===== src/rtl/vme_pkg.sv =====
// Shared definitions for the VME interrupt-acknowledge sequencer.
// State encoding, error vector and default timeout.
package vme_pkg;

    typedef enum logic [2:0] {
        S_IDLE    = 3'd0,
        S_REQ     = 3'd1,
        S_SETUP   = 3'd2,
        S_STROBE  = 3'd3,
        S_RELEASE = 3'd4,
        S_REPORT  = 3'd5
    } iack_state_t;

    localparam logic [7:0] IACK_ERR_VECTOR = 8'hFF;
    localparam int DEFAULT_TIMEOUT = 255;
    localparam int CNT_W = 10;

endpackage


===== src/rtl/vme_sync.sv =====
// Multi-flop synchronizer for active-low asynchronous VME responses.
// Resets to the deasserted (high) level.
module vme_sync #(
    parameter int STAGES = 2
) (
    input  logic clk,
    input  logic reset_n,
    input  logic d_i,
    output logic q_o
);

    logic [STAGES-1:0] ff_q;

    always_ff @(posedge clk or negedge reset_n) begin
        if (!reset_n) begin
            ff_q <= '1;
        end else begin
            ff_q <= {ff_q[STAGES-2:0], d_i};
        end
    end

    assign q_o = ff_q[STAGES-1];

endmodule


===== src/rtl/vme_iack_sequencer.sv =====
// VME interrupt-acknowledge cycle sequencer: arbitrates for the bus,
// runs the IACK cycle for the pending level and reports the status/ID.
module vme_iack_sequencer
    import vme_pkg::*;
#(
    parameter int TIMEOUT_CYCLES = DEFAULT_TIMEOUT,
    parameter int SYNC_STAGES    = 2
) (
    input  logic       clk,
    input  logic       reset_n,
    input  logic       irq,
    input  logic [2:0] vec_addr,
    input  logic [6:0] level_en,
    output logic       bus_req,
    input  logic       bus_grant,
    output logic       vme_iack_n,
    output logic       vme_as_n,
    output logic       vme_ds0_n,
    output logic [2:0] vme_addr,
    input  logic       vme_dtack_n,
    input  logic       vme_berr_n,
    input  logic [7:0] vme_data,
    output logic       iack,
    output logic       dtack,
    output logic       vec_valid,
    output logic [7:0] vec_id,
    output logic [2:0] vec_level,
    output logic       vec_err,
    input  logic       vec_ack
);

    localparam logic [CNT_W-1:0] TMO_LAST = CNT_W'(TIMEOUT_CYCLES - 1);

    iack_state_t      state_q, state_d;
    logic [CNT_W-1:0] cnt_q, cnt_d;
    logic [2:0]       level_q, level_d;
    logic [7:0]       vec_id_q, vec_id_d;
    logic             vec_err_q, vec_err_d;
    logic             dtack_q, dtack_d;
    logic             dtack_s, berr_s;

    vme_sync #(.STAGES(SYNC_STAGES)) u_sync_dtack (
        .clk     (clk),
        .reset_n (reset_n),
        .d_i     (vme_dtack_n),
        .q_o     (dtack_s)
    );

    vme_sync #(.STAGES(SYNC_STAGES)) u_sync_berr (
        .clk     (clk),
        .reset_n (reset_n),
        .d_i     (vme_berr_n),
        .q_o     (berr_s)
    );

    always_ff @(posedge clk or negedge reset_n) begin
        if (!reset_n) begin
            state_q   <= S_IDLE;
            cnt_q     <= '0;
            level_q   <= 3'b000;
            vec_id_q  <= 8'h00;
            vec_err_q <= 1'b0;
            dtack_q   <= 1'b0;
        end else begin
            state_q   <= state_d;
            cnt_q     <= cnt_d;
            level_q   <= level_d;
            vec_id_q  <= vec_id_d;
            vec_err_q <= vec_err_d;
            dtack_q   <= dtack_d;
        end
    end

    always_comb begin
        state_d   = state_q;
        cnt_d     = cnt_q;
        level_d   = level_q;
        vec_id_d  = vec_id_q;
        vec_err_d = vec_err_q;
        dtack_d   = 1'b0;
        unique case (state_q)
            S_IDLE: begin
                if (irq && vec_addr != 3'd0 && level_en[vec_addr - 3'd1]) begin
                    level_d = vec_addr;
                    state_d = S_REQ;
                end
            end
            S_REQ: begin
                if (bus_grant) begin
                    state_d = S_SETUP;
                end
            end
            S_SETUP: begin
                cnt_d   = '0;
                state_d = S_STROBE;
            end
            S_STROBE: begin
                cnt_d = cnt_q + 1'b1;
                // BERR wins over DTACK, DTACK wins over timeout
                if (!berr_s) begin
                    vec_id_d  = IACK_ERR_VECTOR;
                    vec_err_d = 1'b1;
                    cnt_d     = '0;
                    state_d   = S_RELEASE;
                end else if (!dtack_s) begin
                    vec_id_d  = vme_data;
                    vec_err_d = 1'b0;
                    dtack_d   = 1'b1;
                    cnt_d     = '0;
                    state_d   = S_RELEASE;
                end else if (cnt_q == TMO_LAST) begin
                    vec_id_d  = IACK_ERR_VECTOR;
                    vec_err_d = 1'b1;
                    cnt_d     = '0;
                    state_d   = S_RELEASE;
                end
            end
            S_RELEASE: begin
                cnt_d = cnt_q + 1'b1;
                if ((dtack_s && berr_s) || cnt_q == TMO_LAST) begin
                    cnt_d   = '0;
                    state_d = S_REPORT;
                end
            end
            S_REPORT: begin
                if (vec_ack) begin
                    state_d = S_IDLE;
                end
            end
            default: begin
                state_d = S_IDLE;
            end
        endcase
    end

    logic in_cycle;

    always_comb begin
        in_cycle   = (state_q == S_SETUP) || (state_q == S_STROBE) ||
                     (state_q == S_RELEASE);
        bus_req    = in_cycle || (state_q == S_REQ);
        vme_iack_n = !in_cycle;
        vme_as_n   = (state_q != S_STROBE);
        vme_ds0_n  = (state_q != S_STROBE);
        vme_addr   = in_cycle ? level_q : 3'b000;
        iack       = (state_q == S_RELEASE);
        dtack      = dtack_q;
        vec_valid  = (state_q == S_REPORT);
        vec_id     = vec_id_q;
        vec_level  = level_q;
        vec_err    = vec_err_q;
    end

endmodule


===== config.mk =====
export PLATFORM = sky130hd
export DESIGN_NAME = vme_iack_sequencer
export DESIGN_NICKNAME = d
export VERILOG_FILES = /design/src/rtl/vme_pkg.sv /design/src/rtl/vme_sync.sv /design/src/rtl/vme_iack_sequencer.sv
export SDC_FILE = /design/constraint.sdc
export NUM_CORES = 1
export LEC_CHECK = 0
export ABC_AREA = 0
export BUFFER_PORTS_ARGS = -buffer_cell sky130_fd_sc_hd__clkbuf_2
export CORE_UTILIZATION = 25
export DETAILED_ROUTE_END_ITERATION = 8
export PLACE_DENSITY_LB_ADDON = 0.05
export SLEW_MARGIN = 25
export SYNTH_ARGS = -nofsm -noshare
export SYNTH_HDL_FRONTEND = slang
export SYNTH_SLANG_ARGS = --single-unit

===== constraint.sdc =====
create_clock -name clk -period 2.7 [get_ports clk]
set_input_delay 0.54 -clock clk [delete_from_list [all_inputs] [get_ports clk]]
set_output_delay 0.54 -clock clk [all_outputs]
set_load 0.1 [all_outputs]

# ---- Word level (Yosys, flattened, before mapping)
# Cells that the tools add are included.
dict set report classes {
  n_addsub 2
  reduce_logical 14
  magnitude_cmp 1
  n_mux 25
  eq_ne 13
}
# op n
set ops {}
lappend ops {{two-way mux 10 bit} 4}
lappend ops {{case mux 10 bit (3 select lines)} 1}
lappend ops {{two-way mux 3 bit} 8}
lappend ops {{two-way mux 8 bit} 3}
lappend ops {{case mux 3 bit (6 select lines)} 1}
lappend ops {{adder 10 x 1 -> 10 bit, second input constant} 1}
lappend ops {{equality test 10 x 8 -> 1 bit, second input constant} 1}
lappend ops {{two-way mux 1 bit} 7}
lappend ops {{equality test 3 x 2 -> 1 bit, second input constant} 2}
lappend ops {{equality test 3 bit, second input constant} 2}
lappend ops {{nonzero test 3 bit} 2}
lappend ops {{AND reduction 5 bit} 1}
lappend ops {{logical OR 1 bit} 4}
lappend ops {{less-than comparator 3 x 4 -> 1 bit, second input constant} 1}
lappend ops {{inequality test 2 x 1 -> 1 bit, second input constant} 2}
lappend ops {{inequality test 2 bit, second input constant} 2}
lappend ops {{inequality test 4 bit, second input constant} 1}
lappend ops {{AND reduction 2 bit} 2}
lappend ops {{binary-select mux 1 bit (select 3 bit)} 1}
lappend ops {{equality test 3 x 1 -> 1 bit, second input constant} 1}
lappend ops {{logical AND 1 bit} 3}
lappend ops {{logical NOT 3 bit} 1}
lappend ops {{inequality test 3 x 2 -> 1 bit, second input constant} 1}
lappend ops {{inequality test 3 bit, second input constant} 1}
lappend ops {{2 further kinds} 2}
dict set report totals {
  input_bits 25
  output_inout_bits 22
  register_bits 30
}

# ---- Logic depth before layout (Yosys ltp)
dict set report logic_depth {
  ltp_word 6
  depth_mapped 7
}

# ---- Modules after synthesis
# Synthesis repeated with hierarchy kept, for this count alone.
dict set report hier_totals {
  hier_cells 134
  area_unflattened_um2 1544.0
}
# mod area_per_inst_um2 n_inst seq_area_each_um2 cells_each
set modules_own_cells {}
lappend modules_own_cells {vme_iack_sequencer 1438.9 1 650.6 130}
lappend modules_own_cells {vme_sync 52.6 2 52.6 2}

# ---- Worst setup path after synthesis
# Ideal clock, no wire load.
dict set report synth_path {
  path_type {register to output}
  startpoint {register state_q[0]}
  endpoint {output vec_valid}
  n_path_buf 0
  slack_ps -410
  path_stages_with_launch 3
  arrival_ps 2570
  path_cell_list {dfrtp_1 > inv_1 > nor3_1}
}
dict set report synth_via {
  elab_chain_cells 1
}
# element line_no
set synth_lines {}
lappend synth_lines {{start, declared} vme_iack_sequencer.sv:34} ;# iack_state_t state_q, state_d;
lappend synth_lines {{start signal, assigned} vme_iack_sequencer.sv:65} ;# state_q <= state_d;
lappend synth_lines {{equality test 3 bit} vme_iack_sequencer.sv:148} ;# vec_valid = (state_q == S_REPORT);
lappend synth_lines {{end, declared} vme_iack_sequencer.sv:25} ;# output logic vec_valid,
# No other way between the ends.

# ---- Final worst setup path
dict set report layout_path {
  startpoint {register state_q[2]}
  endpoint {output vme_iack_n}
}
dict set report layout_via {
  elab_chain_cells 4
  elab_cells_between_ends 6
}
# element line_no
set layout_lines {}
lappend layout_lines {{equality test 3 x 2 -> 1 bit} vme_iack_sequencer.sv:139} ;# in_cycle = (state_q == S_SETUP) || (state_q == S_STROBE) ||
lappend layout_lines {{logical OR 1 bit} vme_iack_sequencer.sv:139}
lappend layout_lines {{logical OR 1 bit *} vme_iack_sequencer.sv:139}
lappend layout_lines {{logical NOT 1 bit *} vme_iack_sequencer.sv:142} ;# vme_iack_n = !in_cycle;
lappend layout_lines {{end, declared} vme_iack_sequencer.sv:16} ;# output logic vme_iack_n,
# Mark *: on every way between the ends. The rest lies on a longest branch, timed or not.

==> impl_metrics.json <==
{
  "start_util_pct": 25.8,
  "htree_num_levels": 2,
  "synth_warnings": 0,
  "seq_area_um2": 756,
  "drtAntennaViolNets": 0,
  "postCtsHoldBufs": 0,
  "hold_viol": 0,
  "drc_errors": 0,
  "tritoncts": "built",
  "finalSetupViolations": 0,
  "ioPinCount": 47,
  "final_cell_area_um2": 1950,
  "synth-simple-area-share_pct": 15.6,
  "highest_layer": "met4",
  "avgViaCountPerCell": 4.87,
  "synth_top_flop_cell": "dfrtp_1",
  "die-width_um": 79.9,
  "route.met3.wl_um": 193,
  "cts_sinks": 30,
  "synth_cells": 139,
  "placedCellCount": 256,
  "clock_latency_ps": 270,
  "synth_compound_area_share_pct": 19.1,
  "place_area_um2": 1840,
  "rsz0062_at_grt": "false",
  "maxSlewHeadroom_pct": 47.9,
  "grt_start_max_net_pins": 31,
  "synth_edf_count": 0,
  "final_util_pct": 33.1,
  "met1Wirelength_mm": 1.49,
  "crit_fanout": 8,
  "synthesis.nets": 168,
  "clkSlewWorstSetupHoldPaths_ps": 60,
  "hp-class": "input port to async pin",
  "vias": 1285,
  "chipHeight_um": 79.9,
  "grt_pass1_wl_mm": 5.89,
  "fin_tns_setup_ps": 0,
  "core_um2": 5890,
  "fin_cells": 264,
  "grt_pass1_vias": 1322,
  "layout.nets": 217,
  "worstPathArrival_ps": 1990,
  "wl_met2_mm": 1.78,
  "synth_mux_area_share_pct": 5.77,
  "wl_per_cell_um": 13.3,
  "synth_area_leaders": "dfrtp_1 (43%), dfstp_2 (6.9%), o22a_1 (4.6%)",
  "post-cts-setup-buffer-count": 0,
  "fmax_mhz": 395,
  "drive_gt1_share_pct": 38.1,
  "gp_congestion": 0.834,
  "synth_top_family_by_area": "compound AO/OA/AOI/OAI gates",
  "crit_type": "register to primary output",
  "fin_crit_sh_pct": 93.9,
  "placementRows": 28,
  "drt-total-wl_mm": 3.52,
  "io_buffer_count": 46,
  "hpwlAfterDp_mm": 2.67,
  "post_cts_resized": 0,
  "fp.dieArea_um2": 6390,
  "maxCapViolations": 0,
  "netlist.area_leader.share_pct": 42.8,
  "required_ps": 2160,
  "diodes": 0,
  "dr.pass1.iters": 4,
  "ys_types": 44,
  "avgSynthCellArea_um2": 10.9,
  "grt_overflow": 0,
  "drtIter0Drc": 43,
  "synthArstFlopShare_pct": 100,
  "fillers": 619,
  "fin_crit_ps": 2530,
  "slew_violations": 0,
  "antenna_found_initial": 0,
  "cts_buffers": 5,
  "track_usage_pct": 12.1,
  "syn2layout_area_growth_pct": 28.3,
  "synth-xor-area-share_pct": 1.73,
  "ys_seq_elements": 30,
  "cts_buffer_depth": 2,
  "setup.worst_path.start_class": "register",
  "cts-root-buf": "clkbuf_8",
  "synthesis.area_um2": 1520,
  "worst_pin_slew_ps": 781,
  "yosysTopAreaCell": "dfrtp_1",
  "worst_clock_skew_ps": 2.97,
  "run_status": "completed",
  "synth-seq-area-share_pct": 49.8,
  "synth_fa_ha_area_share_pct": 3.29,
  "multi_input_area_um2": 696,
  "worst_setup_path_end_kind": "primary output"
}
==> cells by family (layout without fill, tap and decap cells) <==
logic type,Yosys count,count (layout)
AND/OR/NAND/NOR,39,39
buffers and inverters,17,67
multiplexers,7,7
flip-flops,30,30
XOR/XNOR,3,3
adder cells (fa/ha/maj),4,4
AO/OA/AOI/OAI,39,39
==> layout make-up <==
type                            instances  area share [%]
Multi-Input combinational cell         92            35.7
Timing Repair Buffer                   48            13.0
Sequential cell                        30            38.8
Inverter                               11            2.12
Tap cell                               75            4.81
Clock buffer                            8            5.65
==> cells in the mapped netlist (3+ instances only) <==
| master | n |
|---|---|
| dfrtp_1 | 26 |
| inv_1 | 11 |
| and2_1 | 3 |
| ha_1 | 4 |
| nand3_1 | 8 |
| dfstp_2 | 4 |
| nand2_1 | 10 |
| mux2_2 | 4 |
| buf_2 | 4 |
| o22a_1 | 8 |
| a31oi_1 | 10 |
| o21ai_0 | 5 |
==> placed cells by master (no fill, tap or decap), types with 3 or more instances in the layout <==
master    count
inv_1        11
dfstp_2       4
buf_4         5
a31oi_1      10
clkbuf_2     42
nand3_1       8
clkbuf_8      8
o22a_1        8
o21ai_0       5
ha_1          4
dfrtp_1      26
mux2_2        4
and2_1        3
nand2_1      10
==> per-layer routing <==
metal	vias to the layer above	track usage, %
met3	5	2.97
met5	-	0
met2	45	21.6
met4	0	6.07
li1	613	-
met1	622	13.1
==> worst max-delay path, stage by stage, from the launching register on <==
cell and delay, ps:
dfrtp_1 480, or3b_1 410, o21ai_1 260, inv_1 210, buf_2 350
==> path summary, 6_finish.rpt <==
kind | start | end | slack (ps) | cells after the start
max | state_q[2] | vme_iack_n | 170 | 4
min | reset_n | vec_err | 340 | 1
max reg2reg | cnt_q[0] | vec_id[6] | 770 | 6
min reg2reg | u_sync_berr.ff_q[0] | u_sync_berr.ff_q[1] | 360 | 0
max in group asynchronous | reset_n | cnt_q[6] | 1880 | 1
min in group clk | vme_berr_n | u_sync_berr.ff_q[0] | 340 | 1
==> sequential cells by signal, summed over array words and instances (netlist names) <==
name and cells:
cnt_q 10, vec_id 8, state_q 3, vec_level 3, u_sync_berr.ff_q 2, u_sync_dtack.ff_q 2
dtack 1, vec_err 1
==> metrics by stage <==
stage | hold slack (ps) | setup WS [ps]
after floorplan | 244 | 64.6
after global placement | 347 | 425
after detailed placement | 349 | 359
after CTS | 338 | 58.1
after global routing | 337 | 3.80
final | 335 | 166
Power is left out: the tool's default activity adds up to more than one toggle a clock period on the data nets, which glitch-free logic cannot reach.
